<file path="src/rtl/arm_mc_ctrl.sv">
// Multicycle ARM control sequencer: fetch/decode/execute FSM, instruction decoder
// and NZCV condition unit sharing one ALU and one memory port.
module arm_mc_ctrl #(
    parameter logic [3:0] RESET_FLAGS = 4'b0000
) (
    input  logic       clk,
    input  logic       rst_n,
    input  logic [3:0] Cond,
    input  logic [1:0] Op,
    input  logic [5:0] Funct,
    input  logic [3:0] ALUFlags,
    input  logic       MemReady,
    output logic       PCWrite,
    output logic       IRWrite,
    output logic       RegWrite,
    output logic       MemWrite,
    output logic       AdrSrc,
    output logic       ALUSrcA,
    output logic [1:0] ALUSrcB,
    output logic [1:0] ResultSrc,
    output logic [1:0] ALUControl,
    output logic [2:0] ImmSrc,
    output logic [3:0] Flags,
    output logic [3:0] State
);

    typedef enum logic [3:0] {
        StFetch  = 4'd0,
        StDecode = 4'd1,
        StMemAdr = 4'd2,
        StMemRd  = 4'd3,
        StMemWb  = 4'd4,
        StMemWr  = 4'd5,
        StExecR  = 4'd6,
        StExecI  = 4'd7,
        StAluWb  = 4'd8,
        StBranch = 4'd9
    } state_e;

    state_e     state_q, state_d;
    logic [3:0] flags_q, flags_d;

    logic [3:0] cmd;
    logic       i_bit, s_bit;
    logic [1:0] dp_alu;
    logic       dp_write, dp_known, dp_cmp;
    logic       cond_ex;
    logic       pc_write, ir_write, reg_write, mem_write;

    assign cmd   = Funct[4:1];
    assign i_bit = Funct[5];
    assign s_bit = Funct[0];

    always_comb begin
        dp_alu   = 2'b00;
        dp_write = 1'b0;
        dp_known = 1'b0;
        dp_cmp   = 1'b0;
        case (cmd)
            4'b0100: begin dp_alu = 2'b00; dp_write = 1'b1; dp_known = 1'b1; end
            4'b0010: begin dp_alu = 2'b01; dp_write = 1'b1; dp_known = 1'b1; end
            4'b0000: begin dp_alu = 2'b10; dp_write = 1'b1; dp_known = 1'b1; end
            4'b1100: begin dp_alu = 2'b11; dp_write = 1'b1; dp_known = 1'b1; end
            4'b1010: begin dp_alu = 2'b01; dp_known = 1'b1; dp_cmp = 1'b1; end
            default: ;
        endcase
    end

    // Flags are NZCV in bits [3:0].
    always_comb begin
        cond_ex = 1'b0;
        case (Cond)
            4'b0000: cond_ex = flags_q[2];
            4'b0001: cond_ex = ~flags_q[2];
            4'b0010: cond_ex = flags_q[1];
            4'b0011: cond_ex = ~flags_q[1];
            4'b0100: cond_ex = flags_q[3];
            4'b0101: cond_ex = ~flags_q[3];
            4'b0110: cond_ex = flags_q[0];
            4'b0111: cond_ex = ~flags_q[0];
            4'b1000: cond_ex = flags_q[1] & ~flags_q[2];
            4'b1001: cond_ex = ~flags_q[1] | flags_q[2];
            4'b1010: cond_ex = (flags_q[3] == flags_q[0]);
            4'b1011: cond_ex = (flags_q[3] != flags_q[0]);
            4'b1100: cond_ex = ~flags_q[2] & (flags_q[3] == flags_q[0]);
            4'b1101: cond_ex = flags_q[2] | (flags_q[3] != flags_q[0]);
            4'b1110: cond_ex = 1'b1;
            default: cond_ex = 1'b0;
        endcase
    end

    always_comb begin
        ImmSrc = 3'b000;
        case (Op)
            2'b00:   ImmSrc = 3'b011;
            2'b01:   ImmSrc = 3'b001;
            2'b10:   ImmSrc = 3'b010;
            default: ImmSrc = 3'b000;
        endcase
    end

    // CondEx in ALUWB sees the old flags; the new value lands on this edge.
    always_comb begin
        flags_d = flags_q;
        if (state_q == StAluWb && cond_ex && dp_known && (s_bit || dp_cmp)) begin
            flags_d = ALUFlags;
        end
    end

    always_comb begin
        state_d    = state_q;
        pc_write   = 1'b0;
        ir_write   = 1'b0;
        reg_write  = 1'b0;
        mem_write  = 1'b0;
        AdrSrc     = 1'b0;
        ALUSrcA    = 1'b0;
        ALUSrcB    = 2'b00;
        ResultSrc  = 2'b00;
        ALUControl = 2'b00;
        case (state_q)
            StFetch: begin
                ALUSrcA   = 1'b1;
                ALUSrcB   = 2'b10;
                ResultSrc = 2'b10;
                ir_write  = MemReady;
                pc_write  = MemReady;
                state_d   = MemReady ? StDecode : StFetch;
            end
            StDecode: begin
                ALUSrcA   = 1'b1;
                ALUSrcB   = 2'b10;
                ResultSrc = 2'b10;
                case (Op)
                    2'b01:   state_d = StMemAdr;
                    2'b00:   state_d = i_bit ? StExecI : StExecR;
                    2'b10:   state_d = StBranch;
                    default: state_d = StFetch;
                endcase
            end
            StMemAdr: begin
                ALUSrcB = 2'b01;
                state_d = s_bit ? StMemRd : StMemWr;
            end
            StMemRd: begin
                AdrSrc  = 1'b1;
                state_d = MemReady ? StMemWb : StMemRd;
            end
            StMemWb: begin
                ResultSrc = 2'b01;
                reg_write = cond_ex;
                state_d   = StFetch;
            end
            StMemWr: begin
                AdrSrc    = 1'b1;
                mem_write = cond_ex;
                state_d   = MemReady ? StFetch : StMemWr;
            end
            StExecR: begin
                ALUControl = dp_alu;
                state_d    = StAluWb;
            end
            StExecI: begin
                ALUSrcB    = 2'b01;
                ALUControl = dp_alu;
                state_d    = StAluWb;
            end
            StAluWb: begin
                ALUControl = dp_alu;
                reg_write  = cond_ex & dp_write;
                state_d    = StFetch;
            end
            StBranch: begin
                ALUSrcA   = 1'b1;
                ALUSrcB   = 2'b01;
                ResultSrc = 2'b10;
                pc_write  = cond_ex;
                state_d   = StFetch;
            end
            default: state_d = StFetch;
        endcase
    end

    always_ff @(posedge clk or negedge rst_n) begin
        if (!rst_n) begin
            state_q <= StFetch;
            flags_q <= RESET_FLAGS;
        end else begin
            state_q <= state_d;
            flags_q <= flags_d;
        end
    end

    // Enables are gated by reset so FETCH's MemReady path cannot fire during reset.
    assign PCWrite  = pc_write & rst_n;
    assign IRWrite  = ir_write & rst_n;
    assign RegWrite = reg_write & rst_n;
    assign MemWrite = mem_write & rst_n;
    assign Flags    = flags_q;
    assign State    = state_q;

endmodule

</file>
<file path="config.mk">
export PLATFORM = sky130hd
export DESIGN_NAME = arm_mc_ctrl
export DESIGN_NICKNAME = d
export VERILOG_FILES = /design/src/rtl/arm_mc_ctrl.sv
export SDC_FILE = /design/constraint.sdc
export NUM_CORES = 1
export LEC_CHECK = 0
export ABC_AREA = 1
export CAP_MARGIN = 10
export CORE_ASPECT_RATIO = 1.2
export CORE_UTILIZATION = 39
export CTS_CLUSTER_SIZE = 12
export DETAILED_ROUTE_END_ITERATION = 8
export PLACE_DENSITY = 0.85
export SLEW_MARGIN = 20
export SYNTH_ARGS = -nofsm -noshare
export SYNTH_HDL_FRONTEND = slang
export SYNTH_SLANG_ARGS = --single-unit
export TNS_END_PERCENT = 30
</file>
<file path="constraint.sdc">
create_clock -name clk -period 1.75 [get_ports clk]
set_clock_uncertainty 0.2 [all_clocks]
set_input_delay 0.175 -clock clk [delete_from_list [all_inputs] [get_ports clk]]
set_output_delay 0.175 -clock clk [all_outputs]
set_load 0.1 [all_outputs]
</file>
==> impl_results.html, run 1 <==
<table>
<tr><th>Metric</th><th>Value</th></tr>
<tr><th colspan="2">Outcome</th></tr>
<tr><td>Outcome</td><td>did not finish</td></tr>
<tr><td>Stage at which the flow ended</td><td>4_1_cts</td></tr>
<tr><td>First logged error message</td><td>[ERROR DPL-0038] Utilization greater than 100%, impossible to legalize</td></tr>
<tr><th colspan="2">Floorplanning</th></tr>
<tr><td>Die extent in y</td><td>52.41 um</td></tr>
<tr><td>Number of primary I/O pins</td><td>42</td></tr>
<tr><td>Die width</td><td>44.01 um</td></tr>
<tr><td>Std-Cell Rows</td><td>17</td></tr>
<tr><td>Initial Util</td><td>43.14%</td></tr>
<tr><th colspan="2">Logic synthesis</th></tr>
<tr><td>Dominant cells by area after synthesis</td><td>dfrtp_1 (24%), nand2_1 (20%), inv_1 (13%)</td></tr>
<tr><td>Number of enable-type register cells in the synthesized netlist</td><td>0</td></tr>
<tr><td>Cell area after technology mapping</td><td>825.8 um^2</td></tr>
<tr><td>Leading cell types by count after synthesis</td><td>nand2_1 (45), inv_1 (29), nor2_1 (22), nand3_1 (13), dfrtp_1 (8)</td></tr>
<tr><td>Synthesized instance count</td><td>150</td></tr>
<tr><td>Register bit count reported by yosys</td><td>8</td></tr>
<tr><td>Distinct cell type count after synthesis</td><td>24</td></tr>
<tr><td>Fraction of the yosys area taken by sequential cells</td><td>24.24%</td></tr>
<tr><td>Most used flip-flop cell after synthesis</td><td>dfrtp_1</td></tr>
<tr><td>Area share of the largest cell type after synthesis</td><td>24.24%</td></tr>
<tr><td>Async SR Flop Fraction</td><td>100.0%</td></tr>
<tr><td>Post-Syn Nets</td><td>169</td></tr>
<tr><td>Yosys warning count</td><td>0</td></tr>
<tr><td>Average size of a mapped cell</td><td>5.505 um^2</td></tr>
<tr><td>Cell taking the most area after synthesis</td><td>dfrtp_1</td></tr>
<tr><td>Most common cell in the netlist</td><td>nand2_1</td></tr>
<tr><th colspan="2">Clocking</th></tr>
<tr><td>Clock sink total</td><td>8</td></tr>
<tr><td>CTS max path bufs</td><td>2</td></tr>
<tr><td>Cts repair resizes</td><td>39</td></tr>
<tr><td>Number of hold-repair buffers added at the cts stage</td><td>0</td></tr>
<tr><td>Clock Tree Root</td><td>clkbuf_4</td></tr>
<tr><td>TritonCTS buffer count</td><td>3</td></tr>
<tr><td>Postcts setup bufs</td><td>2</td></tr>
<tr><td>H-Tree Level Count</td><td>1</td></tr>
<tr><th colspan="2">Placed design</th></tr>
<tr><td>PortBufs</td><td>40</td></tr>
<tr><td>Gp weighted congestion</td><td>0.8116</td></tr>
<tr><td>DP Wirelength</td><td>3.297 mm</td></tr>
</table>
cells by family after synthesis:
group | count (synthesis) | synth area share (%)
AOI/OAI and AO/OA | 19 | 14.09
buffers and inverters | 30 | 14.09
DFF | 8 | 24.24
other | 1 | 0.4541
and+or+nand+nor | 92 | 47.12
stage by stage:
step / setup slack (ns) / util (%) / instances / TNS, ns / instance area [um^2]
3_3_place_gp: -0.3265 / 92.88 / 234 / -1.728 / 1778
3_5_place_dp: -0.5327 / 92.88 / 234 / -3.508 / 1778
2_1_floorplan: -0.5633 / - / 150 / -4.997 / 945.9
==> run 2: changes to the inputs <==
- CORE_AREA: unset -> 2 2 63 65
- CORE_ASPECT_RATIO: 1.2 -> unset
- CORE_UTILIZATION: 39 -> unset
- CTS_CLUSTER_SIZE: 12 -> unset
- DIE_AREA: unset -> 0 0 65 67
- PLACE_DENSITY: 0.85 -> unset
- PLACE_DENSITY_LB_ADDON: unset -> 0.15
==> run 2 against run 1 <==
Against the previous run:
- the flow now finishes, with violations (negative setup slack)
- synthesized cell count stayed put
- synthesized area is the same
==> impl_results.html, run 2 <==
<table>
<tr><th>Metric</th><th>Value</th></tr>
<tr><th colspan="2">Outcome</th></tr>
<tr><td>Outcome</td><td>finished, violations left (was did not finish)</td></tr>
<tr><td>Violations in the final reports</td><td>negative setup slack</td></tr>
<tr><th colspan="2">Drt</th></tr>
<tr><td>Initial DRT Pass Iterations</td><td>4</td></tr>
<tr><td>Detail-routed net length per standard cell</td><td>11.32 um</td></tr>
<tr><td>DRC violations left</td><td>0</td></tr>
<tr><td>Number of design-rule violations left by the first detailed-router iteration</td><td>84</td></tr>
<tr><td>DR vias/cell</td><td>4.465</td></tr>
<tr><td>Remaining antenna violation count</td><td>0</td></tr>
<tr><td>Post-Route WL</td><td>3.090 mm</td></tr>
<tr><td>Routed via count</td><td>1,219</td></tr>
<tr><th colspan="2">Clocking</th></tr>
<tr><td>Clock Tree Root</td><td>clkbuf_8 (was clkbuf_4)</td></tr>
<tr><td>CTS max path bufs</td><td>2 (unchanged)</td></tr>
<tr><td>Skew-Pair Late Insertion Delay</td><td>0.22 ns</td></tr>
<tr><td>H-Tree Level Count</td><td>1 (unchanged)</td></tr>
<tr><td>Clock sink total</td><td>8 (unchanged)</td></tr>
<tr><td>TritonCTS buffer count</td><td>3 (unchanged)</td></tr>
<tr><td>Number of hold-repair buffers added at the cts stage</td><td>0 (unchanged)</td></tr>
<tr><td>Post-CTS clock slew at the launch and capture registers of the worst setup and hold paths</td><td>0.04 ns</td></tr>
<tr><td>CTS tree</td><td>built</td></tr>
<tr><th colspan="2">Worst setup path</th></tr>
<tr><td>Top Family by Delay on Critical Path</td><td>buffers and inverters</td></tr>
<tr><td>Buffer and inverter count on the worst path</td><td>4</td></tr>
<tr><td>Critical register-to-register path endpoint</td><td>Flags[0]$_DFFE_PN0P_</td></tr>
<tr><td>Launching element type of the critical path</td><td>flip-flop</td></tr>
<tr><td>Crit path to</td><td>PCWrite</td></tr>
<tr><td>Register-to-register path setup slack</td><td>-0.05 ns</td></tr>
<tr><td>CP endpoint kind</td><td>output pin</td></tr>
<tr><td>Worst setup path category</td><td>reg2out</td></tr>
<tr><td>Cell depth of the worst flop-to-flop path</td><td>9</td></tr>
<tr><td>Crit path required time</td><td>1.37 ns</td></tr>
<tr><td>Number of cells on the critical path</td><td>8</td></tr>
<tr><td>Peak per-stage delay on the critical path</td><td>0.48 ns</td></tr>
<tr><td>Highest-delay cell along the critical path</td><td>dfrtp_4</td></tr>
<tr><td>Largest driver fanout on the critical path</td><td>2</td></tr>
<tr><td>Chain of cells forming the critical path</td><td>buf_4, inv_2, nand2_2, nor3_4, buf_4, nand3_2, nand2_2, buf_12</td></tr>
<tr><td>Source of the worst register-to-register timing path</td><td>State[1]$_DFF_PN0_</td></tr>
<tr><td>Source of the critical timing path</td><td>State[1]$_DFF_PN0_</td></tr>
<tr><td>Arrival time worst endpoint</td><td>1.63 ns</td></tr>
<tr><th colspan="2">Logic synthesis</th></tr>
<tr><td>Most used flip-flop cell after synthesis</td><td>dfrtp_1 (unchanged)</td></tr>
<tr><td>Number of enable-type register cells in the synthesized netlist</td><td>0 (unchanged)</td></tr>
<tr><td>Leading cell types by count after synthesis</td><td>nand2_1 (45), inv_1 (29), nor2_1 (22), nand3_1 (13), dfrtp_1 (8) (unchanged)</td></tr>
<tr><td>Synthesized instance count</td><td>150 (unchanged)</td></tr>
<tr><td>Area share of the largest cell type after synthesis</td><td>24.24% (unchanged)</td></tr>
<tr><td>Dominant cells by area after synthesis</td><td>dfrtp_1 (24%), nand2_1 (20%), inv_1 (13%) (unchanged)</td></tr>
<tr><td>Post-Syn Nets</td><td>169 (unchanged)</td></tr>
<tr><td>Cell area after technology mapping</td><td>825.8 um^2 (unchanged)</td></tr>
<tr><td>Average size of a mapped cell</td><td>5.505 um^2 (unchanged)</td></tr>
<tr><td>Register bit count reported by yosys</td><td>8 (unchanged)</td></tr>
<tr><td>Yosys warning count</td><td>0 (unchanged)</td></tr>
<tr><td>Async SR Flop Fraction</td><td>100.0% (unchanged)</td></tr>
<tr><td>Distinct cell type count after synthesis</td><td>24 (unchanged)</td></tr>
<tr><td>Fraction of the yosys area taken by sequential cells</td><td>24.24% (unchanged)</td></tr>
<tr><td>Cell taking the most area after synthesis</td><td>dfrtp_1 (unchanged)</td></tr>
<tr><td>Most common cell in the netlist</td><td>nand2_1 (unchanged)</td></tr>
<tr><th colspan="2">GRT</th></tr>
<tr><td>Total gr overflow</td><td>0</td></tr>
<tr><td>First-pass GRT wire length</td><td>5.043 mm</td></tr>
<tr><td>Total Routing Usage GR</td><td>14.89%</td></tr>
<tr><td>Maximum number of pins on one net before global-route repair</td><td>8</td></tr>
<tr><td>Vias in the first global route</td><td>1,205</td></tr>
<tr><td>Number of antenna violations at the first check in global routing</td><td>0</td></tr>
<tr><th colspan="2">Floorplanning</th></tr>
<tr><td>Die width</td><td>65 um (was 44.01 um)</td></tr>
<tr><td>Initial Util</td><td>22.90% (was 43.14%)</td></tr>
<tr><td>Area inside the core boundary</td><td>0.003606 mm^2</td></tr>
<tr><td>Number of primary I/O pins</td><td>42 (unchanged)</td></tr>
<tr><td>Std-Cell Rows</td><td>22 (was 17)</td></tr>
<tr><td>Total die area</td><td>0.004355 mm^2</td></tr>
<tr><td>Die extent in y</td><td>67 um (was 52.41 um)</td></tr>
<tr><th colspan="2">Placed design</th></tr>
<tr><td>PortBufs</td><td>40 (unchanged)</td></tr>
<tr><td>DP Wirelength</td><td>2.548 mm (was 3.297 mm)</td></tr>
<tr><td>Setup slack at placement</td><td>-0.3786 ns (was -0.5327 ns)</td></tr>
<tr><td>Gp weighted congestion</td><td>0.9020 (was 0.8116)</td></tr>
<tr><th colspan="2">Hold path</th></tr>
<tr><td>Class of the tightest hold or removal check</td><td>in2async</td></tr>
<tr><th colspan="2">STA</th></tr>
<tr><td>Worst hold slack after final layout</td><td>0.2430 ns</td></tr>
<tr><td>Setup repair after global routing missed its margin</td><td>yes</td></tr>
<tr><td>Final worst-path cycle share</td><td>114.4%</td></tr>
<tr><td>Final hold vios</td><td>0</td></tr>
<tr><td>Worst setup margin</td><td>-0.2525 ns</td></tr>
<tr><td>Total of endpoints with negative setup slack in the final report</td><td>15</td></tr>
<tr><td>Count of final max-slew check failures</td><td>0</td></tr>
<tr><td>Peak clock frequency supported by timing</td><td>499.4 MHz</td></tr>
<tr><td>Minimum clock period after layout</td><td>2.003 ns</td></tr>
<tr><th colspan="2">Layout</th></tr>
<tr><td>Share of final-layout standard cells stronger than drive strength 1</td><td>52.44%</td></tr>
<tr><td>Number of diodes added for antenna fixing</td><td>0</td></tr>
<tr><td>Area delta synth-&gt;final</td><td>151.5%</td></tr>
<tr><td>Most common library cell in the layout ignoring fill and taps</td><td>nand2_1</td></tr>
<tr><td>Top library cells by usage in the layout, fill and taps aside</td><td>nand2_1 (35), buf_4 (28), buf_12 (22)</td></tr>
<tr><td>Layout net count</td><td>246</td></tr>
<tr><th colspan="2">Power</th></tr>
<tr><td>Worst vdd rail ir drop</td><td>0.7599 mV</td></tr>
<tr><td>Cell leakage power</td><td>0.0009680 uW</td></tr>
<tr><td>Power per unit of standard cell area</td><td>1657 mW/mm^2</td></tr>
<tr><th colspan="2">Flow run</th></tr>
<tr><td>Maximum capacitance violations</td><td>0</td></tr>
</table>
==> run 2: cell counts after synthesis <==
Identical to the previous run, type by type.
==> run 2: what timing repair did <==
action                                  CTS  global route
endpoints found under the setup margin   17            16
resized for setup                        40            15
buffers inserted                          3             2
pin swaps                                 5             9
==> run 2: per-stage QoR <==
stage	utilization [%]	instance area, um^2	cells	TNS, ns	total power [uW]
floorplan	-	945.9	150	-4.997	1862
global placement	50.73	1829	265	-1.829	2907
detailed placement	50.73	1829	265	-2.333	2923
CTS	55.31	1994	271	-1.525	3337
global route	57.60	2077	273	-3.353	3583
finish	57.60	2077	273	-2.043	3441
==> run 2: logic make-up after synthesis <==
logic type / count (synthesis) / share of synthesized area (%)
and+or+nand+nor: 92 / 47.12
buffers and inverters: 30 / 14.09
AOI/OAI and AO/OA: 19 / 14.09
DFF: 8 / 24.24
other: 1 / 0.4541
==> run 2: layer usage <==
metal,up-vias,routed length [um],global-route usage (%)
met1,569,1350,17.91
met3,2,102,0.8446
met5,-,0,0
li1,625,-,-
met4,0,34,7.181
met2,23,1603,26.93
==> run 2: worst min path at each step <==
stage	start	to	slack, ns	cells past startpoint
global route	rst_n	State[1]$_DFF_PN0_	0.26	2
global placement	Flags[0]$_DFFE_PN0P_	Flags[0]$_DFFE_PN0P_	0.37	2
detailed placement	Flags[0]$_DFFE_PN0P_	Flags[0]$_DFFE_PN0P_	0.40	2
CTS	rst_n	Flags[3]$_DFFE_PN0P_	0.25	2
floorplan	rst_n	State[0]$_DFF_PN0_	-0.32	0
finish	rst_n	Flags[3]$_DFFE_PN0P_	0.24	2
==> run 2: area by class of cell <==
cell class	count	area [um^2]
fillers	351	1529
repair buffers	73	882.1
multi-input cells	112	747.0
flip-flops and latches	8	227.7
inverters	29	118.9
well taps	48	60.06
clock buffers	3	41.29
==> run 2: power by group <==
group	leakage (uW)	internal (uW)	switching, uW
combinational	0.000853	1090	1770
clock	0.0000216	148	64.8
sequential	0.0000937	274	94.8
==> run 2: worst reg2reg max path, delay by kind of cell, from the launching register on <==
kind	cells	cell delay, ns
buffers and inverters	3	0.37
DFF	1	0.48
and+or+nand+nor	4	0.46
AOI/OAI and AO/OA	2	0.24
No activity file was read; power rests on OpenSTA's default activity.
==> run 3: changes to the inputs <==
- SKIP_CTS_REPAIR_TIMING: unset -> 1
==> run 3 against run 2 <==
Against the previous run:
- the flow still finishes with violations (negative setup slack)
- routed wire length is 4.7% higher
- largest power group unchanged
- highest routed layer unchanged
- clock power about the same
- register-to-register slack about the same
- die area did not move
- combinational power down 2%
- final area decreased by 1.0%
- first-iteration DRC count is 50% lower
- sequential share of layout area up 0.11 points
- worst setup slack lost 0.068 ns
- via count up 0.41%
==> impl_results.html, run 3 (synthesis gave the netlist of run 2 again) <==
<table>
<tr><th>Metric</th><th>Value</th></tr>
<tr><th colspan="2">Drt</th></tr>
<tr><td>Post-Route WL</td><td>3.234 mm (was 3.090 mm)</td></tr>
<tr><td>Remaining antenna violation count</td><td>0 (unchanged)</td></tr>
<tr><td>DR vias/cell</td><td>4.517 (was 4.465)</td></tr>
<tr><td>Initial DRT Pass Iterations</td><td>4 (unchanged)</td></tr>
<tr><td>Number of design-rule violations left by the first detailed-router iteration</td><td>42 (was 84)</td></tr>
<tr><td>Detail-routed net length per standard cell</td><td>11.93 um (was 11.32 um)</td></tr>
<tr><td>DRC violations left</td><td>0 (unchanged)</td></tr>
<tr><td>Routed via count</td><td>1,224 (was 1,219)</td></tr>
<tr><th colspan="2">Worst setup path</th></tr>
<tr><td>Chain of cells forming the critical path</td><td>inv_2, nand2_2, nand2_1, nand3_1, nand3_1, nor2_1, nand2_2, nand2_4, nor2_4, buf_12 (was buf_4, inv_2, nand2_2, nor3_4, buf_4, nand3_2, nand2_2, buf_12)</td></tr>
<tr><td>Top Family by Delay on Critical Path</td><td>simple AND/OR/NAND/NOR gates (was buffers and inverters)</td></tr>
<tr><td>Highest-delay cell along the critical path</td><td>dfrtp_4 (unchanged)</td></tr>
<tr><td>Crit path required time</td><td>1.37 ns (about the same)</td></tr>
<tr><td>Arrival time worst endpoint</td><td>1.70 ns (was 1.63 ns)</td></tr>
<tr><td>Launching element type of the critical path</td><td>flip-flop (unchanged)</td></tr>
<tr><td>Buffer and inverter count on the worst path</td><td>2 (was 4)</td></tr>
<tr><td>CP endpoint kind</td><td>output pin (unchanged)</td></tr>
<tr><td>Cell depth of the worst flop-to-flop path</td><td>12 (was 9)</td></tr>
<tr><td>Register-to-register path setup slack</td><td>-0.06 ns (was -0.05 ns)</td></tr>
<tr><td>Source of the worst register-to-register timing path</td><td>Flags[3]$_DFFE_PN0P_ (was State[1]$_DFF_PN0_)</td></tr>
<tr><td>Critical register-to-register path endpoint</td><td>Flags[0]$_DFFE_PN0P_ (unchanged)</td></tr>
<tr><td>Largest driver fanout on the critical path</td><td>5 (was 2)</td></tr>
<tr><td>Peak per-stage delay on the critical path</td><td>0.50 ns (was 0.48 ns)</td></tr>
<tr><td>Number of cells on the critical path</td><td>10 (was 8)</td></tr>
<tr><td>Worst setup path category</td><td>reg2out (unchanged)</td></tr>
<tr><th colspan="2">Power</th></tr>
<tr><td>Cell leakage power</td><td>0.0009876 uW (was 0.0009680 uW)</td></tr>
<tr><td>Part of the power in combinational logic</td><td>82.8% (was 83.1%)</td></tr>
<tr><td>Total Power Consumption</td><td>3391 uW (was 3441 uW)</td></tr>
<tr><td>Proportion of power drawn by flip-flops and latches</td><td>10.9% (was 10.7%)</td></tr>
<tr><td>Power per unit of standard cell area</td><td>1649 mW/mm^2 (was 1657 mW/mm^2)</td></tr>
<tr><td>Switching Power</td><td>1912 uW (was 1927 uW)</td></tr>
<tr><td>Internal</td><td>1479 uW (was 1515 uW)</td></tr>
<tr><td>Worst vdd rail ir drop</td><td>0.7568 mV (was 0.7599 mV)</td></tr>
<tr><td>Clk pwr share</td><td>6.3% (was 6.2%)</td></tr>
<tr><td>Switching Share</td><td>56.39% (was 55.98%)</td></tr>
<tr><th colspan="2">Layout</th></tr>
<tr><td>Most common library cell in the layout ignoring fill and taps</td><td>nand2_1 (unchanged)</td></tr>
<tr><td>Final Non-Filler Cells</td><td>271 (was 273)</td></tr>
<tr><td>Top library cells by usage in the layout, fill and taps aside</td><td>nand2_1 (35), buf_4 (28), buf_12 (22) (unchanged)</td></tr>
<tr><td>Layout net count</td><td>244 (was 246)</td></tr>
<tr><td>Filler Cell Count</td><td>349 (was 351)</td></tr>
<tr><td>Number of diodes added for antenna fixing</td><td>0 (unchanged)</td></tr>
<tr><td>Area delta synth-&gt;final</td><td>148.9% (was 151.5%)</td></tr>
<tr><td>Share of final-layout standard cells stronger than drive strength 1</td><td>50.67% (was 52.44%)</td></tr>
<tr><th colspan="2">STA</th></tr>
<tr><td>Final worst-path cycle share</td><td>118.3% (was 114.4%)</td></tr>
<tr><td>Worst setup margin</td><td>-0.3204 ns (was -0.2525 ns)</td></tr>
<tr><td>Peak clock frequency supported by timing</td><td>483.0 MHz (was 499.4 MHz)</td></tr>
<tr><td>Setup repair after global routing missed its margin</td><td>yes (unchanged)</td></tr>
<tr><td>Count of final max-slew check failures</td><td>0 (unchanged)</td></tr>
<tr><td>Worst hold slack after final layout</td><td>0.2561 ns (was 0.2430 ns)</td></tr>
<tr><td>Final hold vios</td><td>0 (unchanged)</td></tr>
<tr><td>Minimum clock period after layout</td><td>2.070 ns (was 2.003 ns)</td></tr>
<tr><td>Aggregate negative setup slack</td><td>-1.880 ns (was -2.043 ns)</td></tr>
<tr><td>Total of endpoints with negative setup slack in the final report</td><td>15 (unchanged)</td></tr>
<tr><th colspan="2">Clocking</th></tr>
<tr><td>CTS max path bufs</td><td>2 (unchanged)</td></tr>
<tr><td>Clock Tree Root</td><td>clkbuf_8 (unchanged)</td></tr>
<tr><td>H-Tree Level Count</td><td>1 (unchanged)</td></tr>
<tr><td>Clock sink total</td><td>8 (unchanged)</td></tr>
<tr><td>TritonCTS buffer count</td><td>3 (unchanged)</td></tr>
<tr><td>CTS tree</td><td>built (unchanged)</td></tr>
<tr><td>Skew-Pair Late Insertion Delay</td><td>0.22 ns (about the same)</td></tr>
<tr><td>Post-CTS clock slew at the launch and capture registers of the worst setup and hold paths</td><td>0.04 ns (about the same)</td></tr>
<tr><th colspan="2">Placed design</th></tr>
<tr><td>DP Wirelength</td><td>2.548 mm (unchanged)</td></tr>
<tr><td>Gp weighted congestion</td><td>0.9020 (unchanged)</td></tr>
<tr><td>Placed Instances</td><td>265 (unchanged)</td></tr>
<tr><td>PortBufs</td><td>40 (unchanged)</td></tr>
<tr><th colspan="2">GRT</th></tr>
<tr><td>First-pass GRT wire length</td><td>4.878 mm (was 5.043 mm)</td></tr>
<tr><td>Vias in the first global route</td><td>1,165 (was 1,205)</td></tr>
<tr><td>Total Routing Usage GR</td><td>14.34% (was 14.89%)</td></tr>
<tr><td>Maximum number of pins on one net before global-route repair</td><td>8 (unchanged)</td></tr>
<tr><td>Number of antenna violations at the first check in global routing</td><td>0 (unchanged)</td></tr>
<tr><td>Total gr overflow</td><td>0 (unchanged)</td></tr>
<tr><th colspan="2">Floorplanning</th></tr>
<tr><td>Total die area</td><td>0.004355 mm^2 (unchanged)</td></tr>
<tr><td>Die extent in y</td><td>67 um (unchanged)</td></tr>
<tr><td>Die width</td><td>65 um (unchanged)</td></tr>
<tr><td>Number of primary I/O pins</td><td>42 (unchanged)</td></tr>
<tr><td>Initial Util</td><td>22.90% (unchanged)</td></tr>
<tr><td>Std-Cell Rows</td><td>22 (unchanged)</td></tr>
<tr><td>Area inside the core boundary</td><td>0.003606 mm^2 (unchanged)</td></tr>
<tr><th colspan="2">Flow run</th></tr>
<tr><td>Maximum capacitance violations</td><td>0 (unchanged)</td></tr>
<tr><th colspan="2">Outcome</th></tr>
<tr><td>Outcome</td><td>finished, violations left (unchanged)</td></tr>
<tr><td>Violations in the final reports</td><td>negative setup slack (unchanged)</td></tr>
<tr><th colspan="2">Hold path</th></tr>
<tr><td>Class of the tightest hold or removal check</td><td>in2async (unchanged)</td></tr>
</table>
## run 3: final cells by class
cell class                      count  area, um^2  area share [%]
Clock buffer                        3       41.29           2.009
Inverter                           29       123.9           6.026
Multi-Input combinational cell    112       728.2           35.42
Sequential cell                     8       227.7           11.08
Tap cell                           48       60.06           2.921
Timing Repair Buffer               71       874.6           42.54
## run 3: routing by layer
layer  track usage [%]  up-vias  part of all wire, %
met3            0.8446        4                  3.7
met4             7.181        0                  1.5
met1             17.86      567                   43
met2             25.00       35                   52
met5                 0        -                    0
li1                  -      618                    -
## run 3: worst max-delay path by stage
stage / startpoint / slack (ns) / end
after detailed placement: Cond[3] / -0.38 / MemWrite
final: Flags[3]$_DFFE_PN0P_ / -0.32 / MemWrite
after CTS: Cond[3] / -0.39 / MemWrite
after global placement: Cond[3] / -0.34 / RegWrite
after global routing: Flags[3]$_DFFE_PN0P_ / -0.38 / MemWrite
after floorplan: State[2]$_DFF_PN0_ / -0.56 / RegWrite
## run 3: power groups by stage
stage	logic (uW)	clock network, uW	registers [uW]
CTS	2590	220	339
global route	2910	233	376
finish	2810	213	369
detailed placement	2580	0	341
global placement	2570	0	339
floorplan	1110	0	756
## run 3: per-stage QoR
stage / worst slack (ns) / cell area, um^2 / util (%)
after global placement: -0.3378 / 1829 / 50.73
after detailed placement: -0.3786 / 1829 / 50.73
final: -0.3204 / 2056 / 57.01
after CTS: -0.3945 / 1871 / 51.87
after global routing: -0.3806 / 2056 / 57.01
after floorplan: -0.5633 / 945.9 / -
## run 3: worst register-to-register path, cell delays in order, from the launching register on
cell and delay, ns:
dfrtp_4 0.50, inv_2 0.09, nand2_2 0.06, nand2_1 0.08, nand3_1 0.09, nand3_1 0.10
nor2_1 0.05, nand2_2 0.11, buf_4 0.12, buf_6 0.10, nand2_4 0.05, nand2_1 0.07
nand2_1 0.05
